`config.mk`:
```
export PLATFORM = sky130hd
export DESIGN_NAME = led_serial_shifter
export DESIGN_NICKNAME = d
export VERILOG_FILES = /design/src/rtl/led_serial_shifter.sv
export SDC_FILE = /design/constraint.sdc
export NUM_CORES = 1
export LEC_CHECK = 0
export BUFFER_PORTS_ARGS = -buffer_cell sky130_fd_sc_hd__buf_2
export CAP_MARGIN = 20
export CORE_MARGIN = 3
export CORE_UTILIZATION = 61
export CTS_BUF_LIST = sky130_fd_sc_hd__clkbuf_16
export DETAILED_ROUTE_END_ITERATION = 10
export PLACE_DENSITY = 0.83
export SYNTH_ARGS = -nofsm -noshare
export SYNTH_HDL_FRONTEND = slang
export SYNTH_SLANG_ARGS = --single-unit
```
`constraint.sdc`:
```
create_clock -name clk -period 3.7 [get_ports clk]
set_clock_uncertainty 0.1 [all_clocks]
set_input_delay 0.74 -clock clk [delete_from_list [all_inputs] [get_ports clk]]
set_output_delay 0.74 -clock clk [all_outputs]
set_load 0.05 [all_outputs]
```
`src/rtl/led_serial_shifter.sv`:
```
// Parallel-to-serial driver for the external LED shift-register chain.
// Captures a word, shifts it out on sout/sclk at a programmable rate, then strobes EN.
module led_serial_shifter #(
  parameter int DATA_BITS       = 16,
  parameter int DATA_COUNT_BITS = 4,
  parameter int DIR             = 0,
  parameter int HALF_PERIOD     = 1
) (
  input  logic                 clk,
  input  logic                 rst,
  input  logic                 Start,
  input  logic [DATA_BITS-1:0] PData,
  output logic                 sclk,
  output logic                 sout,
  output logic                 sclrn,
  output logic                 EN
);

  typedef enum logic [1:0] {IDLE, LOW, HIGH, LATCH} state_t;

  localparam logic [7:0]                 HALF_LAST = 8'(HALF_PERIOD - 1);
  localparam logic [DATA_COUNT_BITS-1:0] BIT_LAST  = DATA_COUNT_BITS'(DATA_BITS - 1);

  state_t                     state_q, state_d;
  logic [DATA_BITS-1:0]       shreg_q, shreg_d, shifted;
  logic [DATA_COUNT_BITS-1:0] bitcnt_q, bitcnt_d;
  logic [7:0]                 halfcnt_q, halfcnt_d;
  logic                       sclk_q, sclk_d;
  logic                       sout_q, sout_d;
  logic                       sclrn_q, sclrn_d;
  logic                       en_q, en_d;
  logic                       phase_end;

  function automatic logic first_bit(input logic [DATA_BITS-1:0] w);
    return (DIR != 0) ? w[0] : w[DATA_BITS-1];
  endfunction

  assign shifted   = (DIR != 0) ? (shreg_q >> 1) : (shreg_q << 1);
  assign phase_end = (halfcnt_q == HALF_LAST);

  always_comb begin
    state_d   = state_q;
    shreg_d   = shreg_q;
    bitcnt_d  = bitcnt_q;
    halfcnt_d = halfcnt_q;
    sclk_d    = sclk_q;
    sout_d    = sout_q;
    sclrn_d   = 1'b1;
    en_d      = 1'b0;
    case (state_q)
      IDLE: begin
        sclk_d = 1'b0;
        // The first edge after reset still sees sclrn low, so a held Start waits one edge.
        if (Start && sclrn_q) begin
          shreg_d   = PData;
          bitcnt_d  = '0;
          halfcnt_d = '0;
          sout_d    = first_bit(PData);
          state_d   = LOW;
        end
      end
      LOW: begin
        if (phase_end) begin
          sclk_d    = 1'b1;
          halfcnt_d = '0;
          state_d   = HIGH;
        end else begin
          halfcnt_d = halfcnt_q + 8'd1;
        end
      end
      HIGH: begin
        if (phase_end) begin
          sclk_d    = 1'b0;
          halfcnt_d = '0;
          if (bitcnt_q == BIT_LAST) begin
            en_d    = 1'b1;
            state_d = LATCH;
          end else begin
            // sout only moves with the falling sclk edge, centring it on the rising edge.
            shreg_d  = shifted;
            sout_d   = first_bit(shifted);
            bitcnt_d = bitcnt_q + 1'b1;
            state_d  = LOW;
          end
        end else begin
          halfcnt_d = halfcnt_q + 8'd1;
        end
      end
      LATCH: begin
        state_d = IDLE;
      end
      default: begin
        state_d = IDLE;
      end
    endcase
  end

  always_ff @(posedge clk or posedge rst) begin
    if (rst) begin
      state_q   <= IDLE;
      shreg_q   <= '0;
      bitcnt_q  <= '0;
      halfcnt_q <= '0;
      sclk_q    <= 1'b0;
      sout_q    <= 1'b0;
      sclrn_q   <= 1'b0;
      en_q      <= 1'b0;
    end else begin
      state_q   <= state_d;
      shreg_q   <= shreg_d;
      bitcnt_q  <= bitcnt_d;
      halfcnt_q <= halfcnt_d;
      sclk_q    <= sclk_d;
      sout_q    <= sout_d;
      sclrn_q   <= sclrn_d;
      en_q      <= en_d;
    end
  end

  assign sclk  = sclk_q;
  assign sout  = sout_q;
  assign sclrn = sclrn_q;
  assign EN    = en_q;

endmodule

```
==> results of run 1 <==
[layer usage]
layer	vias up	GRT usage
li1	602	-
met1	619	0.2840
met2	36	0.3596
met3	10	0.08511
met4	0	0.1115
met5	-	0
[power groups by stage]
| stage | Combinational, mW | Sequential [mW] | Clock, mW |
|---|---|---|---|
| after floorplan | 0.0137 | 0.371 | 0 |
| after global placement | 0.0283 | 0.369 | 0 |
| after detailed placement | 0.0294 | 0.369 | 0 |
| after CTS | 0.0299 | 0.363 | 0.460 |
| after global routing | 0.0323 | 0.363 | 0.477 |
| final | 0.0292 | 0.363 | 0.455 |
[cells in the mapped netlist, drive strengths merged]
master,count,area share
or4,1,0.0062
a21oi,3,0.015
clkbuf,2,0.0042
mux2,31,0.21
o22ai,1,0.0035
a21boi,1,0.0042
a21bo,1,0.0055
o41ai,2,0.0097
o21ai,7,0.019
nor3b,1,0.0042
nor2,12,0.034
xnor2,5,0.024
nand2b,1,0.0035
nor4,2,0.0069
nand3,5,0.014
nand2,7,0.015
nor3,1,0.0028
inv,10,0.021
ha,6,0.041
or4b,2,0.013
nor4b,3,0.015
conb,1,0.0021
a2bb2oi,1,0.015
buf,1,0.011
a211oi,2,0.011
o2bb2ai,3,0.015
nand4,2,0.0069
o31ai,1,0.0042
a22o,1,0.0048
o21bai,1,0.0042
dfrtp,33,0.46
[worst max-delay path, cell delays in order (launching register included)]
cell and delay (ns):
dfrtp_1 0.39, inv_1 0.10, ha_1 0.16, buf_4 0.28, or4b_1 0.54, a2bb2oi_4 0.21, nor2_8 0.35, mux2_2 0.39
[sequential cells by signal (all words and copies together) (netlist names)]
name,flops
sclrn,1
halfcnt_q,8
shreg_q,15
EN,1
bitcnt_q,4
state_q,2
sclk,1
sout,1
[metrics by stage]
| stage | worst slack (ns) | util | hold WS, ns | cells |
|---|---|---|---|---|
| floorplan | 1.464 | - | 0.3660 | 150 |
| global placement | 1.176 | 0.6995 | 0.3838 | 202 |
| detailed placement | 1.072 | 0.6995 | 0.3942 | 202 |
| CTS | 1.045 | 0.7580 | 0.4048 | 210 |
| global route | 0.9334 | 0.7580 | 0.4228 | 210 |
| finish | 1.050 | 0.7580 | 0.4056 | 210 |
[cell families (layout without fill, tap and decap cells)]
family,count (synthesis),count (layout)
muxes,31,31
DFF,33,33
other,1,1
and+or+nand+nor,37,37
AOI/OAI and AO/OA,24,24
adders and majority gates,6,6
buffers and inverters,13,42
xor gates and xnor gates,5,5
[worst min-delay path by stage]
stage / startpoint / end / slack [ns] / cells after the start
after floorplan: shreg_q[0]$_DFFE_PP0P_ / shreg_q[0]$_DFFE_PP0P_ / 0.37 / 2
after CTS: shreg_q[0]$_DFFE_PP0P_ / shreg_q[0]$_DFFE_PP0P_ / 0.40 / 2
after detailed placement: shreg_q[0]$_DFFE_PP0P_ / shreg_q[0]$_DFFE_PP0P_ / 0.39 / 2
final: sclk$_DFFE_PP0P_ / sclk$_DFFE_PP0P_ / 0.41 / 2
after global routing: shreg_q[12]$_DFFE_PP0P_ / shreg_q[12]$_DFFE_PP0P_ / 0.42 / 1
after global placement: shreg_q[10]$_DFFE_PP0P_ / shreg_q[10]$_DFFE_PP0P_ / 0.38 / 1
[final cells by class]
class | instances | area, um2
sequential | 33 | 825.8
clock inverter | 3 | 37.54
timing repair buffer | 24 | 125.1
multi-input combinational | 104 | 918.4
fill | 180 | 673.1
tap | 31 | 38.79
clock buffer | 5 | 125.1
inverter | 10 | 37.54
==> impl_metrics.csv, run 1 <==
group,metric,value,unit
status,status,"finished clean",
logic_synthesis,ys_warn_count,0,
cts,cts_buffer_depth,2,
floorplan,rows,19,
grt,grt_pass1_wl,5906,um
logic_synthesis,syn_nets,175,
min_path,hold_path_class,"flip-flop to flip-flop",
sta,setup_viol,0,
flow_run,max_cap_violations,0,
routing,via_count,1267,
cts,clkTransAtPathRegs,0.05,ns
power_and_ir_drop,p_leak,0.9920,nW
sta,finalCriticalPeriod,2.650,ns
cells_and_area,layout_common_cells,"dfrtp_1, mux2_2, buf_2",
cts,numCtsBuffers,5,
cells_and_area,antenna_cells,0,
power_and_ir_drop,powerDensity,402.2,mW/mm2
cts,ctsHoldBuffers,0,
cts,htreeDepth,2,
cts,clock_latency,0.28,ns
routing,dr_wl_met2,1849,um
worst_setup_path,worstPathMaxFanout,24,
logic_synthesis,synth_seq_cells,33,
cells_and_area,syn2layout_area_growth,16.53,%
floorplan,ios,23,
worst_setup_path,critPathLaunchType,"flip-flop",
routing,drtPass1Iterations,4,
power_and_ir_drop,internal_power,0.6891,mW
power_and_ir_drop,clockPowerShare,0.537,
sta,drv_slew,0,
grt,grt_pass1_vias,1269,
logic_synthesis,synth_compound_area_frac,0.1100,
placement,place_area,0.001946,mm2
logic_synthesis,synth_top_family_by_area,"multiplexers",
cells_and_area,fin_area,0.002108,mm2
power_and_ir_drop,power,0.8479,mW
sta,timing.fmax,0.3773,GHz
sta,fin_crit_sh,0.7163,
logic_synthesis,seq_area_frac_synth,0.4564,
routing,drtAntennaViolNets,0,
routing,drt-total-wl,3604,um
cts,ctsResizeCount,0,
placement,dpl.hpwl,2425,um
worst_setup_path,required,3.76,ns
floorplan,fp.dieW,60.46,um
worst_setup_path,r2r_setup_slack,1.05,ns
logic_synthesis,synth_area,0.001809,mm2
worst_setup_path,worst-setup-path-type,"flip-flop to flip-flop",
floorplan,die_area,0.003655,mm2
sta,worst_pin_slew,0.6678,ns
logic_synthesis,synthMuxAreaShare,0.2095,
sta,hold_violations,0,
cells_and_area,drive_gt1_frac,0.3799,
cts,clkSinkCount,33,
cells_and_area,layout_commonest_cell,"dfrtp_1",
floorplan,die_h,60.46,um
cells_and_area,nets,203,
worst_setup_path,cp-startpoint,"state_q[0]$_DFFE_PP0P_",
worst_setup_path,worstSetupEndpoint,"shreg_q[9]$_DFFE_PP0P_",
power_and_ir_drop,swShare,0.1873,
worst_setup_path,reg2reg_to,"shreg_q[9]$_DFFE_PP0P_",
sta,rsz0062_at_grt,"false",
worst_setup_path,critPathCaptureType,"flip-flop",
logic_synthesis,post_synth.cell_area_avg,12.06,um2
power_and_ir_drop,p_comb_frac,0.034,
grt,overflow,0,
placement,port_buffers,22,
logic_synthesis,synth_xor_area_frac,0.02420,
routing,wl_met3,182,um
logic_synthesis,synthAdderAreaFrac,0.04149,
routing,wire_per_inst,17.16,um
floorplan,fp.coreArea,0.002781,mm2
floorplan,start_util,0.6505,
worst_setup_path,ff2ff_path_depth,7,
placement,place.gp.congestion,0.8127,
sta,max-slew-margin-rel,0.5507,
grt,grt_max_degree,34,
routing,drt-initial-drc-count,77,
routing,viasPerCell,6.033,
logic_synthesis,syn-instance-count,150,
grt,antenna_found_initial,0,
sta,tns,0,ns
grt,grt_use_total,0.2304,
cts,post_cts_buffers,0,
routing,top_layer_used,"met4",
routing,wl_met1,1493,um
power_and_ir_drop,pwr-share-seq,0.429,
logic_synthesis,yosysUniqueCellTypes,37,
worst_setup_path,r2r_start,"state_q[0]$_DFFE_PP0P_",
cts,cts_tree,"yes",
power_and_ir_drop,p_switching,0.1588,mW
routing,drc_errors,0,
power_and_ir_drop,ir_worst_vdd,0.5274,mV
cts,clockRootBuffer,"clkbuf_16",
worst_setup_path,crit_arrival,2.71,ns
logic_synthesis,synth-simple-area-share,0.1203,
(Power assumes the default switching activity.)
==> run 2, diff against run 1 <==
Settings changed: CORE_UTILIZATION 61 to 57, PLACE_DENSITY 0.83 to 0.79.
Clock period 3.7 ns to 2.6 ns, I/O delays scaled along.
==> impl_metrics.csv, run 2 (same netlist as run 1, synthesis figures left out) <==
group,metric,value,unit
cts,clkSinkCount,33,
worst_setup_path,required,2.66,ns
cells_and_area,final_cells,220,
sta,timing.fmax,0.4253,GHz
grt,overflow,0,
sta,holdWs,0.2237,ns
sta,worst_pin_slew,0.6879,ns
placement,port_buffers,22,
grt,grt_pass1_wl,6348,um
cts,clockRootBuffer,"clkbuf_16",
placement,placed_cells,214,
cells_and_area,layout_commonest_cell,"dfrtp_1",
cts,cts_buffer_depth,2,
floorplan,die_h,62.34,um
cells_and_area,fin_area,0.002097,mm2
placement,dpl.hpwl,2642,um
min_path,hold_path_class,"input pin to async pin",
floorplan,die_area,0.003886,mm2
cts,numCtsBuffers,5,
worst_setup_path,reg2reg_to,"shreg_q[11]$_DFFE_PP0P_",
floorplan,ios,23,
routing,via_count,1267,
floorplan,fp.dieW,62.34,um
sta,drv_slew,0,
grt,grt_pass1_vias,1379,
routing,viasPerCell,5.759,
floorplan,fp.coreArea,0.002900,mm2
routing,drtPass1Iterations,4,
cells_and_area,syn2layout_area_growth,15.91,%
cts,clock_latency,0.28,ns
worst_setup_path,critPathLaunchType,"flip-flop",
cells_and_area,drive_gt1_frac,0.3876,
worst_setup_path,r2r_start,"state_q[0]$_DFFE_PP0P_",
worst_setup_path,ff2ff_path_depth,6,
cts,cts_tree,"yes",
sta,hold_violations,0,
placement,place_area,0.001967,mm2
grt,antenna_found_initial,0,
cts,htreeDepth,2,
power_and_ir_drop,powerDensity,521.5,mW/mm2
cells_and_area,fin_util,0.7230,
power_and_ir_drop,ir_worst_vdd,0.4679,mV
cells_and_area,layout_common_cells,"dfrtp_1, mux2_2, buf_2",
worst_setup_path,slowest_delay,0.49,ns
routing,drt-total-wl,3612,um
cts,ctsResizeCount,0,
power_and_ir_drop,pwr-share-seq,0.473,
worst_setup_path,worst-setup-path-type,"flip-flop to flip-flop",
status,status,"finished clean",
routing,drt-initial-drc-count,41,
grt,grt_max_degree,34,
sta,fin_crit_sh,0.9044,
power_and_ir_drop,clockPowerShare,0.489,
power_and_ir_drop,p_leak,0.9803,nW
placement,place.gp.congestion,0.8629,
cells_and_area,regMostFlops,"shreg_q",
sta,setup_viol,0,
routing,drtAntennaViolNets,0,
worst_setup_path,worstPathCellList,"inv_1, ha_1, or4b_1, a2bb2oi_4, nor2_8, mux2_2",
sta,rsz0062_at_grt,"false",
cells_and_area,largest_register_ffs,15,
sta,finalCriticalPeriod,2.351,ns
cells_and_area,largestRegisters,"shreg_q x15, halfcnt_q x8, bitcnt_q x4",
worst_setup_path,worstPathMaxFanout,18,
floorplan,rows,19,
power_and_ir_drop,p_comb_frac,0.038,
cells_and_area,antenna_cells,0,
cts,ctsHoldBuffers,0,
floorplan,start_util,0.6238,
sta,max-slew-margin-rel,0.5365,
worst_setup_path,critPathCaptureType,"flip-flop",
flow_run,max_cap_violations,0,
routing,wire_per_inst,16.42,um
cts,post_cts_buffers,0,
power_and_ir_drop,internal_power,0.8772,mW
worst_setup_path,r2r_setup_slack,0.25,ns
worst_setup_path,crit_arrival,2.41,ns
power_and_ir_drop,swShare,0.1979,
sta,tns,0,ns
power_and_ir_drop,p_switching,0.2164,mW
cells_and_area,nets,204,
grt,grt_use_total,0.2124,
routing,drc_errors,0,
cts,clkTransAtPathRegs,0.05,ns
worst_setup_path,cp_slowest_cell,"or4b_1",
==> run 2: cell types whose count changed in the layout (fill, tap and decap cells not counted), sizes merged <==
cell / before / now
bufinv: 1 / 0
buf: 24 / 25
inv: 11 / 10
==> run 2: power by group through the flow <==
stage / registers, mW / clock network (mW) / logic (mW)
after floorplan: 0.528 / 0 / 0.0195
after global placement: 0.525 / 0 / 0.0400
after detailed placement: 0.525 / 0 / 0.0422
after CTS: 0.517 / 0.541 / 0.0424
after global routing: 0.517 / 0.568 / 0.0461
final: 0.517 / 0.535 / 0.0413
==> run 2: per-stage QoR <==
stage,total power [mW],setup slack [ns]
floorplan,0.5476,0.3639
global placement,0.5654,0.3521
detailed placement,0.5677,0.2653
CTS,1.101,0.2617
global route,1.130,0.1553
finish,1.094,0.2485
==> run 2: worst max path at each step <==
| stage | startpoint | endpoint | slack (ns) | cells after the start |
|---|---|---|---|---|
| 2_1_floorplan | state_q[0]$_DFFE_PP0P_ | shreg_q[14]$_DFFE_PP0P_ | 0.36 | 7 |
| 3_3_place_gp | state_q[0]$_DFFE_PP0P_ | bitcnt_q[0]$_DFFE_PP0P_ | 0.35 | 6 |
| 3_5_place_dp | state_q[0]$_DFFE_PP0P_ | shreg_q[12]$_DFFE_PP0P_ | 0.27 | 6 |
| 4_1_cts | state_q[0]$_DFFE_PP0P_ | bitcnt_q[0]$_DFFE_PP0P_ | 0.26 | 6 |
| 5_1_grt | state_q[0]$_DFFE_PP0P_ | bitcnt_q[0]$_DFFE_PP0P_ | 0.16 | 6 |
| 6_report | state_q[0]$_DFFE_PP0P_ | shreg_q[11]$_DFFE_PP0P_ | 0.25 | 6 |
==> run 2: layout make-up <==
class / count / area (um2)
repair buffers: 25 / 132.6
well taps: 42 / 52.55
flip-flops and latches: 33 / 825.8
fillers: 216 / 803.3
clock buffers: 5 / 125.1
clock inverters: 1 / 5.005
multi-input cells: 104 / 918.4
inverters: 10 / 37.54
==> run 2: critical path: cells and delay by family (launching register included) <==
family	cells	cell delay, ns
buf+inv	1	0.12
simple gates	2	0.84
fa+ha+maj	1	0.18
mux	1	0.39
compound gates	1	0.21
flops	1	0.39
==> run 2: routing by layer <==
| metal | global-route usage | vias up | wire (um) |
|---|---|---|---|
| met4 | 0.1019 | 0 | 72 |
| met3 | 0.06847 | 8 | 132 |
| met5 | 0 | - | 0 |
| met2 | 0.3750 | 22 | 1950 |
| met1 | 0.2291 | 639 | 1456 |
| li1 | - | 598 | - |
